$ cat src/rtl/mem_pkg.sv
// Shared encodings for the memory access controller: access sizes, R_W sense, FSM states, bus owner.
// Latency: none (types and constants only).
// Backpressure: not applicable.
package mem_pkg;

    localparam logic [1:0] SZ_BYTE = 2'b00;
    localparam logic [1:0] SZ_HALF = 2'b01;
    localparam logic [1:0] SZ_WORD = 2'b10;
    localparam logic [1:0] SZ_RSVD = 2'b11;

    localparam logic RW_READ  = 1'b1;
    localparam logic RW_WRITE = 1'b0;

    // ST_FAULT is only reachable when the MOC timeout is compiled in.
    typedef enum logic [1:0] {
        ST_IDLE  = 2'd0,
        ST_BUS   = 2'd1,
        ST_DONE  = 2'd2,
        ST_FAULT = 2'd3
    } state_t;

    typedef enum logic {
        OWN_IF = 1'b0,
        OWN_D  = 1'b1
    } owner_t;

endpackage

$ cat src/rtl/mem_align_chk.sv
// Checks that a data access size/address pair is naturally aligned and the size is not reserved.
// Latency: purely combinational.
// Backpressure: none.
module mem_align_chk
    import mem_pkg::*;
(
    input  logic [1:0] addr,
    input  logic [1:0] size,
    output logic       legal
);

    // Bytes go anywhere, halfwords need addr[0]=0, words need addr[1:0]=00.
    always_comb begin
        legal = 1'b0;
        case (size)
            SZ_BYTE: legal = 1'b1;
            SZ_HALF: legal = ~addr[0];
            SZ_WORD: legal = (addr == 2'b00);
            default: legal = 1'b0;
        endcase
    end

endmodule

$ cat src/rtl/mem_access_ctrl.sv
// Arbitrates fetch and data requesters onto one RAM port (MOV/R_W/MOC); MEM_TIMEOUT_EN adds a MOC timeout.
// Latency: MOV rises the cycle after a grant; ack (or err) pulses the cycle after MOC (or timeout).
// Backpressure: requesters hold req until ack/err; data beats fetch; BUS waits on MOC (bounded only with timeout).
module mem_access_ctrl
    import mem_pkg::*;
#(
    parameter int AW      = 32,
    parameter int DW      = 32,
    parameter int TIMEOUT = 16
) (
    input  logic          clk,
    input  logic          clr,
    input  logic          if_req,
    input  logic [AW-1:0] if_addr,
    output logic          if_ack,
    output logic [DW-1:0] if_rdata,
    output logic          if_err,
    input  logic          d_req,
    input  logic          d_rw,
    input  logic [1:0]    d_size,
    input  logic [AW-1:0] d_addr,
    input  logic [DW-1:0] d_wdata,
    output logic          d_ack,
    output logic [DW-1:0] d_rdata,
    output logic          d_err,
    output logic          MOV,
    output logic          R_W,
    output logic [AW-1:0] mem_addr,
    output logic [1:0]    mem_size,
    output logic [DW-1:0] mem_wdata,
    input  logic          MOC,
    input  logic [DW-1:0] mem_rdata,
    output logic          busy
);

    // Fetches are always word accesses, so the low two address bits are dropped on the way out.
    localparam logic [AW-1:0] WORD_MASK = {{(AW-2){1'b1}}, 2'b00};

    if (TIMEOUT < 1) begin : g_timeout_range
        $error("mem_access_ctrl: TIMEOUT must be at least 1");
    end

    state_t state;
    owner_t owner;
    logic   d_legal;

`ifdef MEM_TIMEOUT_EN
    // Counts completed BUS cycles without MOC; holds at most TIMEOUT-1.
    localparam int CW = (TIMEOUT > 1) ? $clog2(TIMEOUT) : 1;
    logic [CW-1:0] wait_cnt;
    logic          if_err_q;
    assign if_err = if_err_q;
`else
    assign if_err = 1'b0;
`endif

    mem_align_chk u_align_chk (
        .addr  (d_addr[1:0]),
        .size  (d_size),
        .legal (d_legal)
    );

    assign busy = (state != ST_IDLE);

    // Controller FSM: arbitration, RAM handshake, registered memory-side fields and requester pulses.
    always_ff @(posedge clk) begin
        if (clr) begin
            state     <= ST_IDLE;
            owner     <= OWN_IF;
            MOV       <= 1'b0;
            R_W       <= RW_READ;
            mem_addr  <= '0;
            mem_size  <= '0;
            mem_wdata <= '0;
            if_rdata  <= '0;
            d_rdata   <= '0;
            if_ack    <= 1'b0;
            d_ack     <= 1'b0;
            d_err     <= 1'b0;
`ifdef MEM_TIMEOUT_EN
            wait_cnt  <= '0;
            if_err_q  <= 1'b0;
`endif
        end else begin
            if_ack <= 1'b0;
            d_ack  <= 1'b0;
            d_err  <= 1'b0;
`ifdef MEM_TIMEOUT_EN
            if_err_q <= 1'b0;
`endif
            case (state)
                ST_IDLE: begin
                    if (d_req) begin
                        if (d_legal) begin
                            owner     <= OWN_D;
                            mem_addr  <= d_addr;
                            mem_size  <= d_size;
                            mem_wdata <= d_wdata;
                            R_W       <= d_rw;
                            MOV       <= 1'b1;
                            state     <= ST_BUS;
`ifdef MEM_TIMEOUT_EN
                            wait_cnt  <= '0;
`endif
                        end else begin
                            // Rejected data access also blocks fetch for this cycle.
                            d_err <= 1'b1;
                        end
                    end else if (if_req) begin
                        owner    <= OWN_IF;
                        mem_addr <= if_addr & WORD_MASK;
                        mem_size <= SZ_WORD;
                        R_W      <= RW_READ;
                        MOV      <= 1'b1;
                        state    <= ST_BUS;
`ifdef MEM_TIMEOUT_EN
                        wait_cnt <= '0;
`endif
                    end
                end
                ST_BUS: begin
                    if (MOC) begin
                        // Writes capture too; the requester ignores rdata on a store ack.
                        if (owner == OWN_D) begin
                            d_rdata <= mem_rdata;
                            d_ack   <= 1'b1;
                        end else begin
                            if_rdata <= mem_rdata;
                            if_ack   <= 1'b1;
                        end
                        MOV   <= 1'b0;
                        state <= ST_DONE;
                    end
`ifdef MEM_TIMEOUT_EN
                    else if (wait_cnt == CW'(TIMEOUT - 1)) begin
                        if (owner == OWN_D) begin
                            d_err <= 1'b1;
                        end else begin
                            if_err_q <= 1'b1;
                        end
                        MOV   <= 1'b0;
                        state <= ST_FAULT;
                    end else begin
                        wait_cnt <= wait_cnt + 1'b1;
                    end
`endif
                end
                ST_DONE: begin
                    state <= ST_IDLE;
                end
`ifdef MEM_TIMEOUT_EN
                ST_FAULT: begin
                    state <= ST_IDLE;
                end
`endif
                default: begin
                    state <= ST_IDLE;
                end
            endcase
        end
    end

endmodule

$ cat config.mk
export PLATFORM = sky130hd
export DESIGN_NAME = mem_access_ctrl
export DESIGN_NICKNAME = d
export VERILOG_FILES = /design/src/rtl/mem_pkg.sv /design/src/rtl/mem_align_chk.sv /design/src/rtl/mem_access_ctrl.sv
export SDC_FILE = /design/constraint.sdc
export NUM_CORES = 1
export LEC_CHECK = 0
export ABC_CLOCK_PERIOD_IN_PS = 1450
export CAP_MARGIN = 0
export CORE_AREA = 2 2 124 126
export CTS_BUF_LIST = sky130_fd_sc_hd__clkbuf_4 sky130_fd_sc_hd__clkbuf_8
export DETAILED_ROUTE_END_ITERATION = 12
export DIE_AREA = 0 0 126 128
export PLACE_DENSITY_LB_ADDON = 0.2
export SYNTH_ARGS = -nofsm -noshare
export SYNTH_HDL_FRONTEND = slang
export SYNTH_HIERARCHICAL = 1
export SYNTH_SLANG_ARGS = --single-unit
$ cat constraint.sdc
create_clock -name clk -period 1.45 [get_ports clk]
set_clock_uncertainty 0.1 [all_clocks]
set_input_delay 0.2175 -clock clk [delete_from_list [all_inputs] [get_ports clk]]
set_output_delay 0.2175 -clock clk [all_outputs]
set_load 0.02 [all_outputs]
# Yosys cells after proc, flatten, opt, wreduce, memory -nomap -nowiden
# Index checks and enable logic that the tools add are counted.
[word_totals] regBits=138 in_bits=136 out_inout_bits=137
[op_classes] eq_ne=7 n_mux=24 n_bitwise=6 n_reduce_logical=14
[op_table] operator="$mux 32" count=3
[op_table] operator="$reduce_and 3->1" count=5
[op_table] operator="$mux 2" count=7
[op_table] operator="$mux 1" count=11
[op_table] operator="$logic_not 2->1" count=3
[op_table] operator="$ne 3x3->1 const B" count=2
[op_table] operator="$not 1->1" count=6
[op_table] operator="$reduce_bool 2->1" count=3
[op_table] operator="$reduce_or 3->1" count=2
[op_table] operator="$eq 2x1->1 const B" count=2
[op_table] operator="$pmux 2 s2" count=1
[op_table] operator="$reduce_and 4->1" count=1
[op_table] operator="$pmux 1 s3" count=1
[op_table] operator="$eq 2x2->1 const B" count=1
[op_table] operator="$ne 2x1->1 const B" count=1
[op_table] operator="$ne 2x2->1 const B" count=1
[op_table] operator="$pmux 1 s2" count=1

# Longest topological paths before layout
# Gate-level depths: netlist of run 1.
[logic_depth] depth_word=5 depth_mapped=7

# By module
# Netlist of run 1, hierarchy kept.
[by_module_without_submodules] mod="mem_access_ctrl" instances=1 cells_per_inst=607 area_each_um2=5392.7 seq_area_each_um2=2762.6
[by_module_without_submodules] mod="mem_align_chk" instances=1 cells_per_inst=2 area_each_um2=13.8 seq_area_each_um2=0.0

# Worst setup path after synthesis of run 1
# OpenSTA, ideal clock, no wires.
[synth_timing] kind="input-to-reg" startpoint="input d_addr[1]" endpoint="register mem_addr[16]" setup_time_ns=0.146 arrival_time_ns=1.297 slack_ns=-0.093 path_stages=6 path_buffers=1 cell_sequence="o21a_1 -> o22ai_1 -> mux2i_4 -> nor2_2 -> buf_4 -> a211oi_2"
[synth_between] elab_chain_len=4
[synth_rtl] element="from (decl)" line_no="mem_access_ctrl.sv:21" text="input logic [AW-1:0] d_addr,"
[synth_rtl] element="$logic_not 2->1" line_no="mem_align_chk.sv:18" text="SZ_WORD: legal = (addr == 2'b00);"
[synth_rtl] element="$pmux 1 s3" line_no="mem_align_chk.sv:15" text="case (size)"
[synth_rtl] element="via d_legal" line_no="mem_access_ctrl.sv:45" text="logic d_legal;"
[synth_rtl] element="$ne 2x1->1 (no line)"
[synth_rtl] element="$reduce_and 3->1 (no line)"
[synth_rtl] element="to (signal assigned)" line_no="mem_access_ctrl.sv:96" text="mem_addr <= d_addr;"
[synth_rtl] element="to (signal assigned)" line_no="mem_access_ctrl.sv:111" text="mem_addr <= if_addr & WORD_MASK;"
[synth_rtl] element="to (decl)" line_no="mem_access_ctrl.sv:28" text="output logic [AW-1:0] mem_addr,"
# The timed path passes the listed nets, and every way through them passes these cells.
# A chain may end at the register's enable or synchronous reset.

# Worst setup path after layout of run 1
[layout_timing] startpoint="register state[1]" endpoint="register d_rdata[28]"
[layout_between] elab_chain_len=2
[layout_rtl] element="from (decl)" line_no="mem_access_ctrl.sv:43" text="state_t state;"
[layout_rtl] element="from (signal assigned)" line_no="mem_access_ctrl.sv:68" text="state <= ST_IDLE;"
[layout_rtl] element="from (signal assigned)" line_no="mem_access_ctrl.sv:101" text="state <= ST_BUS;"
[layout_rtl] element="from (signal assigned)" line_no="mem_access_ctrl.sv:115" text="state <= ST_BUS;"
[layout_rtl] element="$eq 2x1->1" line_no="mem_access_ctrl.sv:91" text="case (state)"
[layout_rtl] element="$reduce_and 3->1 (no line)"
[layout_rtl] element="to (signal assigned)" line_no="mem_access_ctrl.sv:125" text="d_rdata <= mem_rdata;"
[layout_rtl] element="to (decl)" line_no="mem_access_ctrl.sv:24" text="output logic [DW-1:0] d_rdata,"
# No other way between the ends.

==> results.cfg, run 1 <==
[worst_hold_path]
worstHoldStart = d_req
hold-path-cell-count = 2
min_to = d_err
min-delay-path-class = input pin to flop

[sta]
rsz0062_at_grt = true
period_minus_slack_ns = 1.45
fin_crit_sh_pct = 100
setup_violations = 0
hold_viol = 0
drv_slew = 0
timing.fmax_ghz = 0.690
fin_ws_ns = 0.000350
holdWs_ns = 0.0867

[pwr]
leakagePower_nw = 3.33
p_per_area_mw_per_mm2 = 1050
p_int_mw = 6.51
clkPwrFrac_pct = 33.5
p_switching_mw = 2.59
power_frac_comb_pct = 21.2
power_frac_seq_pct = 45.3
irDropWorstVdd_v = 0.000835
swShare_pct = 28.4

[place]
pre_cts_ws_ns = -0.715
gp_congestion = 0.790
hpwl_mm = 11.9
numPortBuffers = 269

[synth]
synth_top_family_by_area = compound AO/OA/AOI/OAI gates
synth_simple_gate_area_share_pct = 16.0
synth_most_common_cell = nand2_1
synth_cells = 609
yosysWarnings = 6
ys_top_cells_by_area = dfxtp_1 (51%), nand2_1 (14%), a21oi_1 (11%)
synth.top_cell.area_share_pct = 51.1
postSynthRegisterBits = 138
synth.area.mux_share_pct = 6.25
synth_xor_area_share_pct = 0
synth-adder-area-share_pct = 0
ys_types = 33
yosysTopAreaCell = dfxtp_1
synth_edf_count = 0
async_reset_ff_share_pct = 0
synth_common_cells = nand2_1 (197), dfxtp_1 (138), a21oi_1 (119)
avgSynthCellArea_um2 = 8.88
synthesis.area_mm2 = 0.00541
synth.net_count = 745
ys_seq_area_share_pct = 51.1
ys.flop_type = dfxtp_1
synth-compound-area-share_pct = 20.2

[global_route]
grt_pass1_vias = 5154
gr-usage-all-layers_pct = 20.9
grt_start_max_net_pins = 47
antenna_found_initial = 0
grt_pass1_wl_mm = 26.8
overflow = 0

[die]
ios = 273
die_h_um = 128
dieArea_mm2 = 0.0161
start_util_pct = 36.4
dieWidth_um = 126
rows = 45
core_mm2 = 0.0149

[setup_path]
critPathMaxStageDelay_ns = 0.40
path_cells = buf_4, and4b_4, clkbuf_16, nand2_1, a21oi_2
criticalPathCategory = flop to flop
cp-start-kind = flop
rr_endpoint = d_rdata[28]
required_ns = 1.73
crit_path_max_fanout = 16
critPathCaptureType = flop
r2r-start = state[1]
r2r_cells = 5
cp_slowest_cell = and4b_4
reg2reg_slack_ns = 0.0003
cp_data_arrival_time_ns = 1.73

[layout]
drive_gt1_share_pct = 30.5
antenna_cells = 0
multi_input_area_mm2 = 0.00246
nFillCells = 1324
nNetsFinal = 1015
regArea_mm2 = 0.00277
syn_to_final_growth_pct = 59.7

[route]
vias = 5246
route.detailed.drc = 0
antenna_left = 0
viasPerCell = 4.86
wirelength_mm = 17.6
drt_iter0_drc = 270
drtPass1Iterations = 4
post_drt_wl_per_cell_um = 16.3

[cts]
cts_root_buf = clkbuf_8
clk_latency_ns = 0.43
cts_buffers = 17
clock_sinks = 138
path_clk_slew_ns = 0.08
cts_buffer_depth = 2
cts_tree = built
htreeDepth = 4

[flow_run]
drv_cap = 0

[status]
status = finished, final reports clean
## worst max-delay path by stage
stage,endpoint,from,slack [ns],depth (start not counted)
finish,d_rdata[28],state[1],0.0003,5
global route,d_rdata[15],state[1],-0.05,5
CTS,busy,state[1],-0.10,3
detailed placement,mem_addr[29],d_addr[1],-0.72,6
global placement,mem_addr[10],d_addr[1],-0.63,6
floorplan,mem_addr[16],d_addr[1],0.04,6
## cell usage in the layout, fill, tap and decap left out, drive strengths merged, types with 2 or more instances in the layout
cell and count:
a211oi 30, a21oi 133, and4bb 2, buf 40, clkbuf 109, clkdlybuf4s15 43, clkdlybuf4s50 127, clkinv 4
clkinvlp 3, dfxtp 138, dlygate4sd2 3, inv 3, mux2 3, mux2i 31, nand2 197, nand4bb 2
nor2 6, o21ai 5
## kinds of logic after synthesis
family	count (synthesis)
and+or+nand+nor	212
buffers and inverters	55
other	1
muxes	32
AOI/OAI and AO/OA	171
DFF	138
## flip-flops by register name, summed over array words and instances (netlist names)
signal,count
owner,1
if_ack,1
mem_addr,32
R_W,1
state,2
d_rdata,32
mem_size,2
d_ack,1
d_err,1
mem_wdata,32
if_rdata,32
MOV,1
## per-layer routing
layer  wire length, µm  global-route usage [%]  vias up
met2              8520                    35.6      195
met4               218                    5.37        0
met3              1630                    9.81       20
li1                  -                       -     2597
met1              7250                    23.6     2434
met5                 0                       0        -
## timing repair
item,4_1_cts,5_1_grt
pin swaps,4,3
hold buffers,1,0
endpoints found under the hold margin,1,0
setup endpoints to repair,205,157
cloned,3,3
gates resized for setup,324,133
buffers inserted,3,1
## through the flow
stage | total power [mW] | setup TNS (ns) | cells | cell area, µm² | util (%)
after floorplan | 5.16 | 0 | 609 | 5410 | -
after global placement | 6.14 | -48.43 | 1037 | 8350 | 56.2
after detailed placement | 6.19 | -53.33 | 1037 | 8350 | 56.2
after CTS | 9.23 | -0.103 | 1076 | 8890 | 59.8
after global routing | 9.52 | -0.853 | 1080 | 8630 | 58.1
final | 9.09 | 0 | 1080 | 8630 | 58.1
## power by group through the flow
stage	clock network, mW	registers [mW]	logic [mW]
final	3.04	4.12	1.93
after detailed placement	0	4.20	1.98
after global placement	0	4.20	1.95
after global routing	3.30	4.14	2.08
after floorplan	0	4.45	0.718
after CTS	3.14	4.12	1.96
## cell type report
| cell class | count | share of cell area [%] |
|---|---|---|
| repair buffers | 302 | 32.1 |
| flip-flops and latches | 138 | 32.0 |
| multi-input cells | 418 | 28.5 |
| clock buffers | 23 | 3.52 |
| well taps | 188 | 2.73 |
| clock inverters | 9 | 1.03 |
| inverters | 2 | 0.0870 |
## critical path: cells and delay by family, from the launching register on
family | cells | cell delay (ns)
AOI/OAI and AO/OA | 1 | 0.12
and+or+nand+nor | 2 | 0.48
DFF | 1 | 0.33
buffers and inverters | 2 | 0.36
Power figures use the tool's default switching activity.
==> run 2: changes to the inputs <==
--- a/config.mk
+++ b/config.mk
@@ -11,6 +11,7 @@
 export CTS_BUF_LIST = sky130_fd_sc_hd__clkbuf_4 sky130_fd_sc_hd__clkbuf_8
 export DETAILED_ROUTE_END_ITERATION = 12
 export DIE_AREA = 0 0 126 128
+export MAX_ROUTING_LAYER = met4
 export PLACE_DENSITY_LB_ADDON = 0.2
 export SYNTH_ARGS = -nofsm -noshare
 export SYNTH_HDL_FRONTEND = slang
==> results.cfg, run 2 (synthesis results as in run 1) <==
[sta]
timing.fmax_ghz = 0.691
setup_violations = 0
period_minus_slack_ns = 1.45
fin_ws_ns = 0.00268
fin_tns_setup_ns = 0
fin_crit_sh_pct = 99.8
hold_viol = 0
rsz0062_at_grt = true
drv_slew = 0
holdWs_ns = 0.0693

[worst_hold_path]
hold-path-cell-count = 2
min-delay-path-class = input pin to flop
worstHoldStart = d_req
min_to = d_err

[place]
numPortBuffers = 269
placed_area_mm2 = 0.00835
pre_cts_ws_ns = -0.715
gp_congestion = 0.801
hpwl_mm = 11.9

[die]
dieArea_mm2 = 0.0161
core_mm2 = 0.0149
dieWidth_um = 126
ios = 273
rows = 45
die_h_um = 128
start_util_pct = 36.4

[cts]
cts_tree = built
htreeDepth = 4
clk_latency_ns = 0.43
path_clk_slew_ns = 0.08
clock_sinks = 138
cts_buffer_depth = 2
cts_buffers = 17
cts_root_buf = clkbuf_8

[global_route]
grt_start_max_net_pins = 47
overflow = 0
gr-usage-all-layers_pct = 21.5
grt_pass1_vias = 5164
antenna_found_initial = 0
grt_pass1_wl_mm = 26.7

[route]
drtPass1Iterations = 5
antenna_left = 0
route.detailed.drc = 0
post_drt_wl_per_cell_um = 16.4
vias = 5267
drt_iter0_drc = 291
wirelength_mm = 17.7
viasPerCell = 4.88

[pwr]
clkPwrFrac_pct = 33.5
p_per_area_mw_per_mm2 = 1050
power_frac_seq_pct = 45.3
leakagePower_nw = 3.32
p_switching_mw = 2.58
power_frac_comb_pct = 21.1
irDropWorstVdd_v = 0.000842
p_int_mw = 6.50
swShare_pct = 28.4

[layout]
nFillCells = 1320
design_area_mm2 = 0.00862
antenna_cells = 0
multi_input_area_mm2 = 0.00245
drive_gt1_share_pct = 30.2
syn_to_final_growth_pct = 59.4
regArea_mm2 = 0.00277
nNetsFinal = 1014
postLayoutCoreUtil_pct = 58.0
layout_commonest_cell = nand2_1
final_cell_mix = nand2_1 (194), dfxtp_1 (136), clkdlybuf4s50_1 (127)

[setup_path]
cp-start-kind = flop
rr_endpoint = d_rdata[28]
crit_path_max_fanout = 16
reg2reg_slack_ns = 0.003
r2r-start = state[1]
criticalPathCategory = flop to flop
r2r_cells = 5
cp_data_arrival_time_ns = 1.72
required_ns = 1.73
critPathCaptureType = flop

[status]
status = finished, final reports clean

[flow_run]
drv_cap = 0
==> run 2: final cells by class <==
type | count | share of cell area [%]
clock buffers | 23 | 3.53
clock inverters | 9 | 1.03
inverters | 2 | 0.0871
multi-input cells | 418 | 28.4
flip-flops and latches | 138 | 32.1
well taps | 188 | 2.73
repair buffers | 301 | 32.2
==> run 2: power by group through the flow <==
stage	clock network [mW]	logic, mW	registers, mW
5_1_grt	3.30	2.06	4.14
3_3_place_gp	0	1.95	4.20
3_5_place_dp	0	1.98	4.20
6_report	3.04	1.92	4.12
2_1_floorplan	0	0.718	4.45
4_1_cts	3.14	1.96	4.12
==> run 2: layer usage <==
| layer | share of wire (%) | global-route usage [%] |
|---|---|---|
| met5 | 0 | - |
| met4 | 1.0 | 5.37 |
| met3 | 8.1 | 8.39 |
| met2 | 49 | 35.6 |
| met1 | 42 | 24.5 |
==> run 2: critical path, cell delays in order (launching register included) <==
cell and delay [ns]:
dfxtp_2 0.34, buf_4 0.15, and4b_4 0.40, clkbuf_16 0.20
nand2_1 0.08, a21oi_2 0.12
==> run 2: worst max path at each step <==
stage               startpoint            to  slack [ns]
floorplan            d_addr[1]  mem_addr[16]        0.04
global route          state[1]   d_rdata[15]       -0.06
CTS                   state[1]          busy       -0.10
detailed placement   d_addr[1]  mem_addr[29]       -0.72
finish                state[1]   d_rdata[28]       0.003
global placement     d_addr[1]  mem_addr[10]       -0.63
==> run 2: repair_timing <==
action | in CTS | in global routing
endpoints found under the setup margin | 205 | 156
setup buffers | 3 | 0
cloned | 3 | 3
pin swaps | 4 | 1
gates resized for setup | 324 | 130
endpoints found under the hold margin | 1 | 0
hold buffers | 1 | 0
==> run 2: through the flow <==
step	total power, mW	cells
finish	9.09	1079
global route	9.51	1079
CTS	9.23	1076
detailed placement	6.19	1037
global placement	6.14	1037
floorplan	5.16	609
